$ cat src/rtl/i2s_rx_pkg.sv
// Shared types and constants for the I2S receive stream block.
package i2s_rx_pkg;

    typedef enum logic [1:0] {
        SYNC  = 2'd0,
        LEFT  = 2'd1,
        RIGHT = 2'd2
    } t_i2s_rx_state;

    localparam int c_sample_bits = 16;
    localparam int c_ovf_max     = 255;

endpackage

$ cat src/rtl/sync_fifo_fwft.sv
// First-word-fall-through synchronous FIFO with flush; head entry is visible
// on head_data whenever the FIFO is not empty (zero when empty).
module sync_fifo_fwft #(
    parameter int WIDTH = 32,
    parameter int DEPTH = 8
) (
    input  logic             clock,
    input  logic             reset,
    input  logic             flush,
    input  logic             push,
    input  logic [WIDTH-1:0] push_data,
    input  logic             pop,
    output logic [WIDTH-1:0] head_data,
    output logic             full,
    output logic             empty
);

    localparam int AW = $clog2(DEPTH);
    localparam logic [AW:0] PTR_ONE = 1;

    logic [WIDTH-1:0] mem [DEPTH];
    logic [AW:0]      wr_ptr;
    logic [AW:0]      rd_ptr;
    logic             do_push;
    logic             do_pop;

    assign empty = (wr_ptr == rd_ptr);
    assign full  = (wr_ptr[AW] != rd_ptr[AW]) && (wr_ptr[AW-1:0] == rd_ptr[AW-1:0]);

    // A pop in the same cycle frees the slot the push needs.
    assign do_pop  = pop && !empty;
    assign do_push = push && (!full || do_pop);

    assign head_data = empty ? '0 : mem[rd_ptr[AW-1:0]];

    always_ff @(posedge clock) begin
        if (reset || flush) begin
            wr_ptr <= '0;
            rd_ptr <= '0;
        end else begin
            if (do_push) begin
                wr_ptr <= wr_ptr + PTR_ONE;
            end
            if (do_pop) begin
                rd_ptr <= rd_ptr + PTR_ONE;
            end
        end
    end

    always_ff @(posedge clock) begin
        if (do_push && !reset && !flush) begin
            mem[wr_ptr[AW-1:0]] <= push_data;
        end
    end

endmodule

$ cat src/rtl/i2s_rx_stream.sv
// I2S receiver: oversampled bclk/lrclk/sdata, stereo 16-bit frame assembly,
// FWFT buffering to a ready/valid stream. Macro I2S_RX_OVF_COUNT_EN enables ovf_count.
module i2s_rx_stream
    import i2s_rx_pkg::*;
#(
    parameter int FIFO_DEPTH  = 8,
    parameter int SYNC_STAGES = 2
) (
    input  logic        clock,
    input  logic        reset,
    input  logic        enable,
    input  logic        i2s_bclk,
    input  logic        i2s_lrclk,
    input  logic        i2s_sdata,
    output logic [31:0] out_data,
    output logic        out_valid,
    input  logic        out_ready,
    input  logic        ovf_clear,
    output logic [7:0]  ovf_count
);

    localparam logic [4:0] SAMPLE_BITS = 5'(c_sample_bits);

    // Places bit b at the next MSB-first slot so short words end up left-aligned.
    function automatic logic [15:0] insert_bit(input logic [15:0] sr,
                                               input logic [4:0]  cnt,
                                               input logic        b);
        logic [15:0] r;
        r = sr;
        if (cnt < SAMPLE_BITS) begin
            r[4'(c_sample_bits - 1) - cnt[3:0]] = b;
        end
        return r;
    endfunction

    function automatic logic [4:0] bump_cnt(input logic [4:0] cnt);
        return (cnt < SAMPLE_BITS) ? cnt + 5'd1 : cnt;
    endfunction

    function automatic logic [7:0] sat_inc(input logic [7:0] cnt);
        return (cnt == 8'(c_ovf_max)) ? cnt : cnt + 8'd1;
    endfunction

    logic [SYNC_STAGES-1:0] bclk_sync;
    logic [SYNC_STAGES-1:0] lr_sync;
    logic [SYNC_STAGES-1:0] sd_sync;
    logic                   bclk_prev;
    logic                   bclk_s;
    logic                   lr_s;
    logic                   sd_s;
    logic                   bedge;

    t_i2s_rx_state state;
    logic [4:0]    bitcnt;
    logic [15:0]   left_sr;
    logic [15:0]   right_sr;
    logic [15:0]   right_nxt;
    logic          lr_prev;
    logic          rise_b;
    logic          fall_b;

    logic          frame_vld_p0;
    logic [31:0]   frame_p0;

    logic          fifo_full;
    logic          fifo_empty;
    logic          pop;
    logic          drop;

    // Stage: input synchronisers and bclk rising-edge detect.
    always_ff @(posedge clock) begin
        if (reset) begin
            bclk_sync <= '0;
            lr_sync   <= '0;
            sd_sync   <= '0;
            bclk_prev <= 1'b0;
        end else begin
            bclk_sync <= {bclk_sync[SYNC_STAGES-2:0], i2s_bclk};
            lr_sync   <= {lr_sync[SYNC_STAGES-2:0], i2s_lrclk};
            sd_sync   <= {sd_sync[SYNC_STAGES-2:0], i2s_sdata};
            bclk_prev <= bclk_s;
        end
    end

    assign bclk_s    = bclk_sync[SYNC_STAGES-1];
    assign lr_s      = lr_sync[SYNC_STAGES-1];
    assign sd_s      = sd_sync[SYNC_STAGES-1];
    assign bedge     = bclk_s && !bclk_prev;
    assign rise_b    = !lr_prev && lr_s;
    assign fall_b    = lr_prev && !lr_s;
    assign right_nxt = insert_bit(right_sr, bitcnt, sd_s);

    // Stage p0: word assembly; the boundary bit is the outgoing word's LSB.
    always_ff @(posedge clock) begin
        if (reset || !enable) begin
            state        <= SYNC;
            bitcnt       <= '0;
            left_sr      <= '0;
            right_sr     <= '0;
            lr_prev      <= 1'b0;
            frame_vld_p0 <= 1'b0;
            frame_p0     <= '0;
        end else begin
            frame_vld_p0 <= 1'b0;
            if (bedge) begin
                lr_prev <= lr_s;
                case (state)
                    SYNC: begin
                        if (fall_b) begin
                            state   <= LEFT;
                            bitcnt  <= '0;
                            left_sr <= '0;
                        end
                    end
                    LEFT: begin
                        if (fall_b) begin
                            state <= SYNC;
                        end else begin
                            left_sr <= insert_bit(left_sr, bitcnt, sd_s);
                            if (rise_b) begin
                                state    <= RIGHT;
                                bitcnt   <= '0;
                                right_sr <= '0;
                            end else begin
                                bitcnt <= bump_cnt(bitcnt);
                            end
                        end
                    end
                    RIGHT: begin
                        if (rise_b) begin
                            state <= SYNC;
                        end else if (fall_b) begin
                            frame_vld_p0 <= 1'b1;
                            frame_p0     <= {left_sr, right_nxt};
                            state        <= LEFT;
                            bitcnt       <= '0;
                            left_sr      <= '0;
                        end else begin
                            right_sr <= right_nxt;
                            bitcnt   <= bump_cnt(bitcnt);
                        end
                    end
                    default: state <= SYNC;
                endcase
            end
        end
    end

    assign pop  = out_valid && out_ready;
    assign drop = frame_vld_p0 && enable && fifo_full && !pop;

    // Stage p1: frame buffer; out_valid follows the write by one clock.
    sync_fifo_fwft #(
        .WIDTH(32),
        .DEPTH(FIFO_DEPTH)
    ) u_fifo (
        .clock     (clock),
        .reset     (reset),
        .flush     (!enable),
        .push      (frame_vld_p0),
        .push_data (frame_p0),
        .pop       (pop),
        .head_data (out_data),
        .full      (fifo_full),
        .empty     (fifo_empty)
    );

    assign out_valid = !fifo_empty;

`ifdef I2S_RX_OVF_COUNT_EN
    logic [7:0] ovf_cnt;

    always_ff @(posedge clock) begin
        if (reset) begin
            ovf_cnt <= '0;
        end else if (ovf_clear) begin
            ovf_cnt <= drop ? 8'd1 : 8'd0;
        end else if (drop) begin
            ovf_cnt <= sat_inc(ovf_cnt);
        end
    end

    assign ovf_count = ovf_cnt;
`else
    logic unused_ovf;

    assign unused_ovf = ovf_clear ^ drop ^ (^sat_inc(8'd0));
    assign ovf_count  = '0;
`endif

endmodule
$ cat config.mk
export PLATFORM = sky130hd
export DESIGN_NAME = i2s_rx_stream
export DESIGN_NICKNAME = d
export VERILOG_FILES = /design/src/rtl/i2s_rx_pkg.sv /design/src/rtl/sync_fifo_fwft.sv /design/src/rtl/i2s_rx_stream.sv
export SDC_FILE = /design/constraint.sdc
export NUM_CORES = 1
export LEC_CHECK = 0
export ABC_CLOCK_PERIOD_IN_PS = 16000
export CORE_ASPECT_RATIO = 0.5
export CORE_UTILIZATION = 25
export DETAILED_ROUTE_END_ITERATION = 6
export PLACE_DENSITY = 0.4
export SLEW_MARGIN = 20
export SYNTH_ARGS = -nofsm -noshare
export SYNTH_HDL_FRONTEND = slang
export SYNTH_HIERARCHICAL = 1
export SYNTH_SLANG_ARGS = --single-unit
$ cat constraint.sdc
create_clock -name clock -period 16 [get_ports clock]
set_input_delay 3.2 -clock clock [delete_from_list [all_inputs] [get_ports clock]]
set_output_delay 3.2 -clock clock [all_outputs]
set_load 0.05 [all_outputs]
==> results of run 1 <==
metrics by stage:
| step | hold slack (ns) | power, uW | setup slack (ns) |
|---|---|---|---|
| floorplan | 0.414 | 986 | 8.46 |
| global placement | 0.441 | 989 | 9.28 |
| detailed placement | 0.442 | 989 | 9.21 |
| CTS | 0.456 | 1820 | 8.82 |
| global route | 0.469 | 1860 | 8.70 |
| finish | 0.446 | 1780 | 9.05 |
cell families after synthesis:
| kind of cell | after synthesis | share of synthesized area (%) |
|---|---|---|
| mux | 113 | 13.8 |
| other cells | 1 | 0.0268 |
| flops | 347 | 67.9 |
| xor+xnor | 4 | 0.357 |
| buf+inv | 78 | 2.64 |
| fa+ha+maj | 10 | 0.893 |
| simple gates | 220 | 8.14 |
| compound gates | 119 | 6.22 |
power by group:
part / switching, uW / internal (uW) / leakage (uW)
registers: 1.01 / 953 / 0.00309
logic: 11.5 / 3.49 / 0.00126
clock network: 340 / 475 / 0.000567
Yosys cell counts (2+ instances only):
cell                        instances
sky130_fd_sc_hd__and3b_1            2
sky130_fd_sc_hd__a21oi_1           25
sky130_fd_sc_hd__mux2i_1           48
sky130_fd_sc_hd__nand3_1           24
sky130_fd_sc_hd__nand2_1           46
sky130_fd_sc_hd__a21o_1             2
sky130_fd_sc_hd__buf_1             11
sky130_fd_sc_hd__nor3_1            10
sky130_fd_sc_hd__and3_1             5
sky130_fd_sc_hd__o21ai_0           19
sky130_fd_sc_hd__a32o_1            17
sky130_fd_sc_hd__a31oi_1            5
sky130_fd_sc_hd__nor4_1             4
sky130_fd_sc_hd__mux4_2            64
sky130_fd_sc_hd__nand4b_1           2
sky130_fd_sc_hd__nor2_1            75
sky130_fd_sc_hd__o31a_1             2
sky130_fd_sc_hd__buf_4             15
sky130_fd_sc_hd__o211ai_1           3
sky130_fd_sc_hd__or2b_1             2
sky130_fd_sc_hd__nand4_1            5
sky130_fd_sc_hd__nor3_4             4
sky130_fd_sc_hd__nand2b_1           9
sky130_fd_sc_hd__nor2b_1           15
sky130_fd_sc_hd__xnor2_2            2
sky130_fd_sc_hd__a211oi_1          18
sky130_fd_sc_hd__clkbuf_1          23
sky130_fd_sc_hd__a31o_2             3
sky130_fd_sc_hd__o2bb2ai_1         16
sky130_fd_sc_hd__edfxtp_1         256
sky130_fd_sc_hd__inv_1             16
sky130_fd_sc_hd__buf_2             11
sky130_fd_sc_hd__o32ai_1            2
sky130_fd_sc_hd__or3_1              3
sky130_fd_sc_hd__ha_1              10
sky130_fd_sc_hd__dfxtp_1           91
per-layer routing:
layer / vias to the layer above / track usage, % / wire length (um)
li1: 3543 / - / -
met1: 3837 / 16.0 / 15700
met2: 89 / 18.2 / 14600
met3: 36 / 2.29 / 1010
met4: 0 / 2.96 / 459
met5: - / 0 / 0
final cells by class:
type	instances	area [um2]	area share (%)
clock buffers	51	1050	6.42
inverters	17	63.8	0.390
well taps	744	931	5.69
repair buffers	55	510	3.12
multi-input cells	474	4200	25.7
clock inverters	15	100	0.611
flip-flops and latches	347	9520	58.1
registers in the layout, summed over array words and instances (netlist names), named ones only:
name	flops
bclk_prev	1
bclk_sync	2
bitcnt	5
frame_p0	32
frame_vld_p0	1
left_sr	16
lr_prev	1
lr_sync	2
right_sr	16
sd_sync	2
state	2
u_fifo/mem	256
u_fifo/rd_ptr	4
u_fifo/wr_ptr	4
worst paths after layout:
check / to / slack [ns] / cells after the start
max: out_data[21] / 9.05 / 5
min: bclk_sync[1]$_SDFF_PP0_ / 0.45 / 1
min reg2reg: bclk_sync[1]$_SDFF_PP0_ / 0.45 / 1
max reg2reg: u_fifo/mem[6][1]$_DFFE_PP_ / 12.23 / 8
==> qor_table.md, run 1 <==
| Step | Parameter | Value |
|:---|:---|:---|
| run status | Status | finished clean |
| final layout | Post-layout nets | 950 |
| setup path | Crit-path max FO | 39 |
| sta | Fmax achieved | 144 MHz |
| yosys | Share of synthesized area occupied by flip-flops and latches | 67.9% |
| setup path | CP max stage delay | 0.75 ns |
| clock tree | Setup bufs post-CTS | 0 |
| final layout | Proportion of layout cells with a drive suffix above 1 | 17.2% |
| setup path | Top Family by Delay on Critical Path | buffers and inverters |
| clock tree | Max Buffers Root-to-Sink | 3 |
| setup path | Crit path capture type | output pin |
| floorplan | Die span in y | 169 um |
| clock tree | # clock sinks | 347 |
| sta | TNS Setup | 0 ns |
| place | Count of port buffers added during placement | 39 |
| floorplan | Ports | 49 |
| job | # Max-Cap Violations | 0 |
| final layout | Most frequent standard cell in the layout excluding fill and tap cells | sky130_fd_sc_hd__edfxtp_1 |
| sta | Pins Over Slew Limit | 0 |
| pwr | Static leakage power | 0.00492 uW |
| setup path | Count of buffer and inverter cells on the critical path | 2 |
| route | Via count | 7505 |
| place | DP Area | 15200 um2 |
| sta | Max transition margin | 39.4% |
| final layout | Final core utilization | 30.0% |
| floorplan | DIE WIDTH | 337 um |
| floorplan | Number of rows in the core area | 60 |
| setup path | Kind of start point of the critical path | flip-flop |
| route | Number of routed nets with antenna violations | 0 |
| clock tree | Source-to-sink clock delay at the later pin of the worst-skew pair | 0.53 ns |
| sta | Minimum clock period | 6.95 ns |
| route | Average routed wire per standard cell | 18.6 um |
| setup path | Critical setup path kind | reg2out |
| sta | Setup repair after global routing missed its margin | no |
| final layout | Synth-to-Final Area Change | 16.9% |
| setup path | Critical Path Slowest Stage Cell | sky130_fd_sc_hd__buf_4 |
| route | Via density per instance | 4.41 |
| final layout | Inserted Diodes | 0 |
| hold path | Origin of the worst min-delay path | bclk_sync[0]$_SDFF_PP0_ |
| clock tree | CTS HTree Levels | 2 |
| yosys | Syn Area/Cell | 15.7 um2 |
| yosys | Cell area after synthesis | 14000 um2 |
| place | Hpwl dp | 18700 um |
| yosys | Flip-flop and latch count after synthesis | 347 |
| clock tree | Clock slew at the register clock pins of the worst setup and hold paths | 0.06 ns |
| clock tree | CTS Hold Bufs | 0 |
| yosys | Async S/R FF share, synth | 0% |
| yosys | Gate count after technology mapping | 892 |
| setup path | Crit-path cells | buf_4, mux4_2, mux2i_1, nor2_1, clkdlybuf4s50_1 |
| yosys | Cell type contributing the most total cell area after synthesis | sky130_fd_sc_hd__edfxtp_1 |
| route | Remaining DRCs | 0 |
| final layout | Fill count | 5445 |
| route | Drt first-iter violations | 400 |
| yosys | Top-area cell type share of the netlist area | 54.9% |
| clock tree | Clock buffers created by TritonCTS | 37 |
| sta | Slew @ Worst Pin | 0.905 ns |
| route | Detailed Routing Iterations Pass 1 | 4 |
| clock tree | TritonCTS clock tree | done |
| final layout | Most frequent cells in the layout | sky130_fd_sc_hd__edfxtp_1 (256), sky130_fd_sc_hd__dfxtp_1 (88), sky130_fd_sc_hd__nor2_1 (72), sky130_fd_sc_hd__mux4_2 (64), sky130_fd_sc_hd__mux2i_1 (48) |
| yosys | Predominant post-synthesis flop cell | sky130_fd_sc_hd__edfxtp_1 |
| sta | Max Clock Skew | 0.0188 ns |
| global route | Global route total overflow | 0 |
| pwr | Worst voltage drop across the vdd grid | 0.0598 mV |
| floorplan | Area of the core region | 54500 um2 |
| place | GPL Wtd Cong | 0.776 |
| global route | Initial antenna violation count | 0 |
| pwr | Pwr per Cell Area | 109 nW/um2 |
| global route | Largest net degree at the start of global routing | 49 |
| place | Placed cells | 1637 |
| route | Final WL | 31700 um |
| setup path | Startpoint of the worst-slack reg-to-reg timing path | u_fifo/wr_ptr[0]$_SDFFE_PP0P_ |
| final layout | Final cell count without fillers | 1703 |
| yosys | Synth warn | 6 |
| floorplan | Die outline area | 57000 um2 |
| sta | Period utilization | 43.4% |
| final layout | Total non-filler cell area in the finished layout | 16400 um2 |
| floorplan | Starting density of the core | 25.7% |
| clock tree | Clock root buffer | sky130_fd_sc_hd__clkbuf_16 |
| setup path | Required @ worst endpoint | 12.80 ns |
| hold path | Hold WC Path Type | reg2reg |
| global route | Global-route total usage across every layer | 11.5% |
| sta | Finish-stage setup viols | 0 |
| global route | Via count of the first global-routing pass | 8129 |
| global route | First-pass GRT wire length | 49200 um |
| sta | Final hold violation count | 0 |
| yosys | Post-synthesis cell type count | 63 |
| clock tree | Number of gates resized after CTS | 0 |
| yosys | EDFF count, synth | 256 |
| yosys | Top area cells in the synthesized netlist | sky130_fd_sc_hd__edfxtp_1 (55%), sky130_fd_sc_hd__dfxtp_1 (13%), sky130_fd_sc_hd__mux4_2 (10%) |
| setup path | Worst path arrival time | 3.75 ns |
Note: power is estimated with default switching activity, not from simulation.
==> inputs of run 2 (changes only) <==
--- a/config.mk
+++ b/config.mk
@@ -5,11 +5,11 @@
 export SDC_FILE = /design/constraint.sdc
 export NUM_CORES = 1
 export LEC_CHECK = 0
-export ABC_CLOCK_PERIOD_IN_PS = 16000
+export ABC_CLOCK_PERIOD_IN_PS = 6300
 export CORE_ASPECT_RATIO = 0.5
 export CORE_UTILIZATION = 25
 export DETAILED_ROUTE_END_ITERATION = 6
-export PLACE_DENSITY = 0.4
+export PLACE_DENSITY = 0.42
 export SLEW_MARGIN = 20
 export SYNTH_ARGS = -nofsm -noshare
 export SYNTH_HDL_FRONTEND = slang
==> constraint.sdc (replaced) <==
create_clock -name clock -period 6.3 [get_ports clock]
set_input_delay 1.26 -clock clock [delete_from_list [all_inputs] [get_ports clock]]
set_output_delay 1.26 -clock clock [all_outputs]
set_load 0.05 [all_outputs]
==> run 2 against run 1 <==
Total power rose to 2.7 times the previous value. Wire length rose by 3.3%. Die area did not move. Clock skew fell by 0.0050 ns. Setup slack got worse by 7.4 ns. First-iteration DRC count rose by 21%. Core utilization rose by 0.34 points. Clock power rose to 2.8 times the previous value. Register-to-register slack got worse by 9.8 ns. Clock-buffer cell count fell by 2. Sequential power rose to 2.5 times the previous value. Via count rose by 1.9%.
==> qor_table.md, run 2 (synthesis results as in run 1) <==
| Step | Parameter | Value |
|:---|:---|:---|
| route | Drt first-iter violations | 485 |
| final layout | Inserted Diodes | 0 |
| sta | Hold slack final | 0.445 ns |
| final layout | Proportion of layout cells with a drive suffix above 1 | 18.1% |
| clock tree | CTS HTree Levels | 2 |
| global route | Initial antenna violation count | 0 |
| route | Detailed Routing Iterations Pass 1 | 4 |
| sta | Minimum clock period | 4.66 ns |
| floorplan | Number of rows in the core area | 60 |
| global route | First-pass GRT wire length | 50300 um |
| route | Final WL | 32800 um |
| final layout | Post-layout nets | 954 |
| clock tree | TritonCTS clock tree | done |
| sta | Crit path setup slack, layout | 1.64 ns |
| floorplan | Starting density of the core | 25.7% |
| place | Hpwl dp | 19100 um |
| clock tree | # clock sinks | 347 |
| place | GPL Wtd Cong | 0.771 |
| clock tree | Clock slew at the register clock pins of the worst setup and hold paths | 0.06 ns |
| global route | Via count of the first global-routing pass | 8010 |
| pwr | Static leakage power | 0.00480 uW |
| job | # Max-Cap Violations | 0 |
| setup path | Worst path arrival time | 3.40 ns |
| route | Average routed wire per standard cell | 19.2 um |
| clock tree | Number of gates resized after CTS | 0 |
| pwr | Worst voltage drop across the vdd grid | 0.142 mV |
| clock tree | CTS Hold Bufs | 0 |
| sta | Setup repair after global routing missed its margin | no |
| place | Count of port buffers added during placement | 39 |
| floorplan | DIE WIDTH | 337 um |
| clock tree | Setup bufs post-CTS | 0 |
| sta | Pins Over Slew Limit | 0 |
| final layout | Final core utilization | 30.4% |
| final layout | Synth-to-Final Area Change | 18.2% |
| sta | Max Clock Skew | 0.0138 ns |
| sta | Period utilization | 74.0% |
| floorplan | Die span in y | 169 um |
| sta | Max transition margin | 34.4% |
| route | Via density per instance | 4.48 |
| final layout | Most frequent cells in the layout | sky130_fd_sc_hd__edfxtp_1 (256), sky130_fd_sc_hd__dfxtp_1 (88), sky130_fd_sc_hd__nor2_1 (72), sky130_fd_sc_hd__mux4_2 (64), sky130_fd_sc_hd__mux2i_1 (48) |
| setup path | Required @ worst endpoint | 5.04 ns |
| route | Remaining DRCs | 0 |
| floorplan | Ports | 49 |
| setup path | Crit-path max FO | 38 |
| route | Number of routed nets with antenna violations | 0 |
| hold path | Hold WC Path Type | reg2reg |
| place | Post-Place Setup Slack | 2.12 ns |
| global route | Global route total overflow | 0 |
| clock tree | Source-to-sink clock delay at the later pin of the worst-skew pair | 0.53 ns |
| setup path | Critical setup path kind | reg2out |
| run status | Status | finished clean |
| sta | Final hold violation count | 0 |
| global route | Global-route total usage across every layer | 11.7% |
| sta | TNS Setup | 0 ns |
| final layout | Most frequent standard cell in the layout excluding fill and tap cells | sky130_fd_sc_hd__edfxtp_1 |
| clock tree | Clock root buffer | sky130_fd_sc_hd__clkbuf_16 |
| clock tree | Clock buffers created by TritonCTS | 37 |
| global route | Largest net degree at the start of global routing | 47 |
| final layout | Number of flip-flops in the largest register | 256 |
| pwr | Pwr per Cell Area | 289 nW/um2 |
| clock tree | Max Buffers Root-to-Sink | 3 |
| floorplan | Area of the core region | 54500 um2 |
| setup path | Crit path capture type | output pin |
| route | Via count | 7648 |
| sta | Slew @ Worst Pin | 0.982 ns |
| sta | Fmax achieved | 215 MHz |
| floorplan | Die outline area | 57000 um2 |
| setup path | Kind of start point of the critical path | flip-flop |
| sta | Finish-stage setup viols | 0 |
run 2: routing by layer:
metal	global-route usage, %	up-vias	share of wire (%)
li1	-	3544	-
met1	16.6	3951	49
met2	18.3	107	45
met3	2.03	46	3.3
met4	3.16	0	1.9
met5	0	-	0
run 2: cell type report:
class	count	area, um2
inverter	17	63.8
fill	5405	37900
clock buffer	49	1020
clock inverter	19	269
timing repair buffer	59	553
tap	744	931
multi-input combinational	474	4200
sequential	347	9520
run 2: final timing paths:
check,from,end,slack (ns),cells past startpoint
worst max-delay path,u_fifo/wr_ptr[0]$_SDFFE_PP0P_,out_data[17],1.64,5
worst min-delay path,sd_sync[0]$_SDFF_PP0_,sd_sync[1]$_SDFF_PP0_,0.44,1
worst max register to register,u_fifo/wr_ptr[0]$_SDFFE_PP0P_,u_fifo/mem[6][28]$_DFFE_PP_,2.47,8
worst min register to register,sd_sync[0]$_SDFF_PP0_,sd_sync[1]$_SDFF_PP0_,0.44,1
run 2: critical path, stage by stage (launching register included):
cell	delay (ns)
sky130_fd_sc_hd__dfxtp_1	0.60
sky130_fd_sc_hd__xnor2_1	0.24
sky130_fd_sc_hd__nand4b_2	0.23
sky130_fd_sc_hd__inv_2	0.77
sky130_fd_sc_hd__nor2_1	0.22
sky130_fd_sc_hd__clkdlybuf4s50_1	0.77
run 2: power by group:
| part | internal, uW | switching (uW) | total [uW] |
|---|---|---|---|
| registers | 2420 | 2.71 | 2420 |
| clock network | 1400 | 918 | 2320 |
| logic | 9.28 | 29.1 | 38.4 |
run 2: metrics by stage:
stage | total power (uW) | cells | cell area [um2]
2_1_floorplan | 2500 | 899 | 14000
3_3_place_gp | 2510 | 1641 | 15300
3_5_place_dp | 2510 | 1641 | 15300
4_1_cts | 4850 | 1709 | 16600
5_1_grt | 4940 | 1709 | 16600
6_report | 4780 | 1709 | 16600
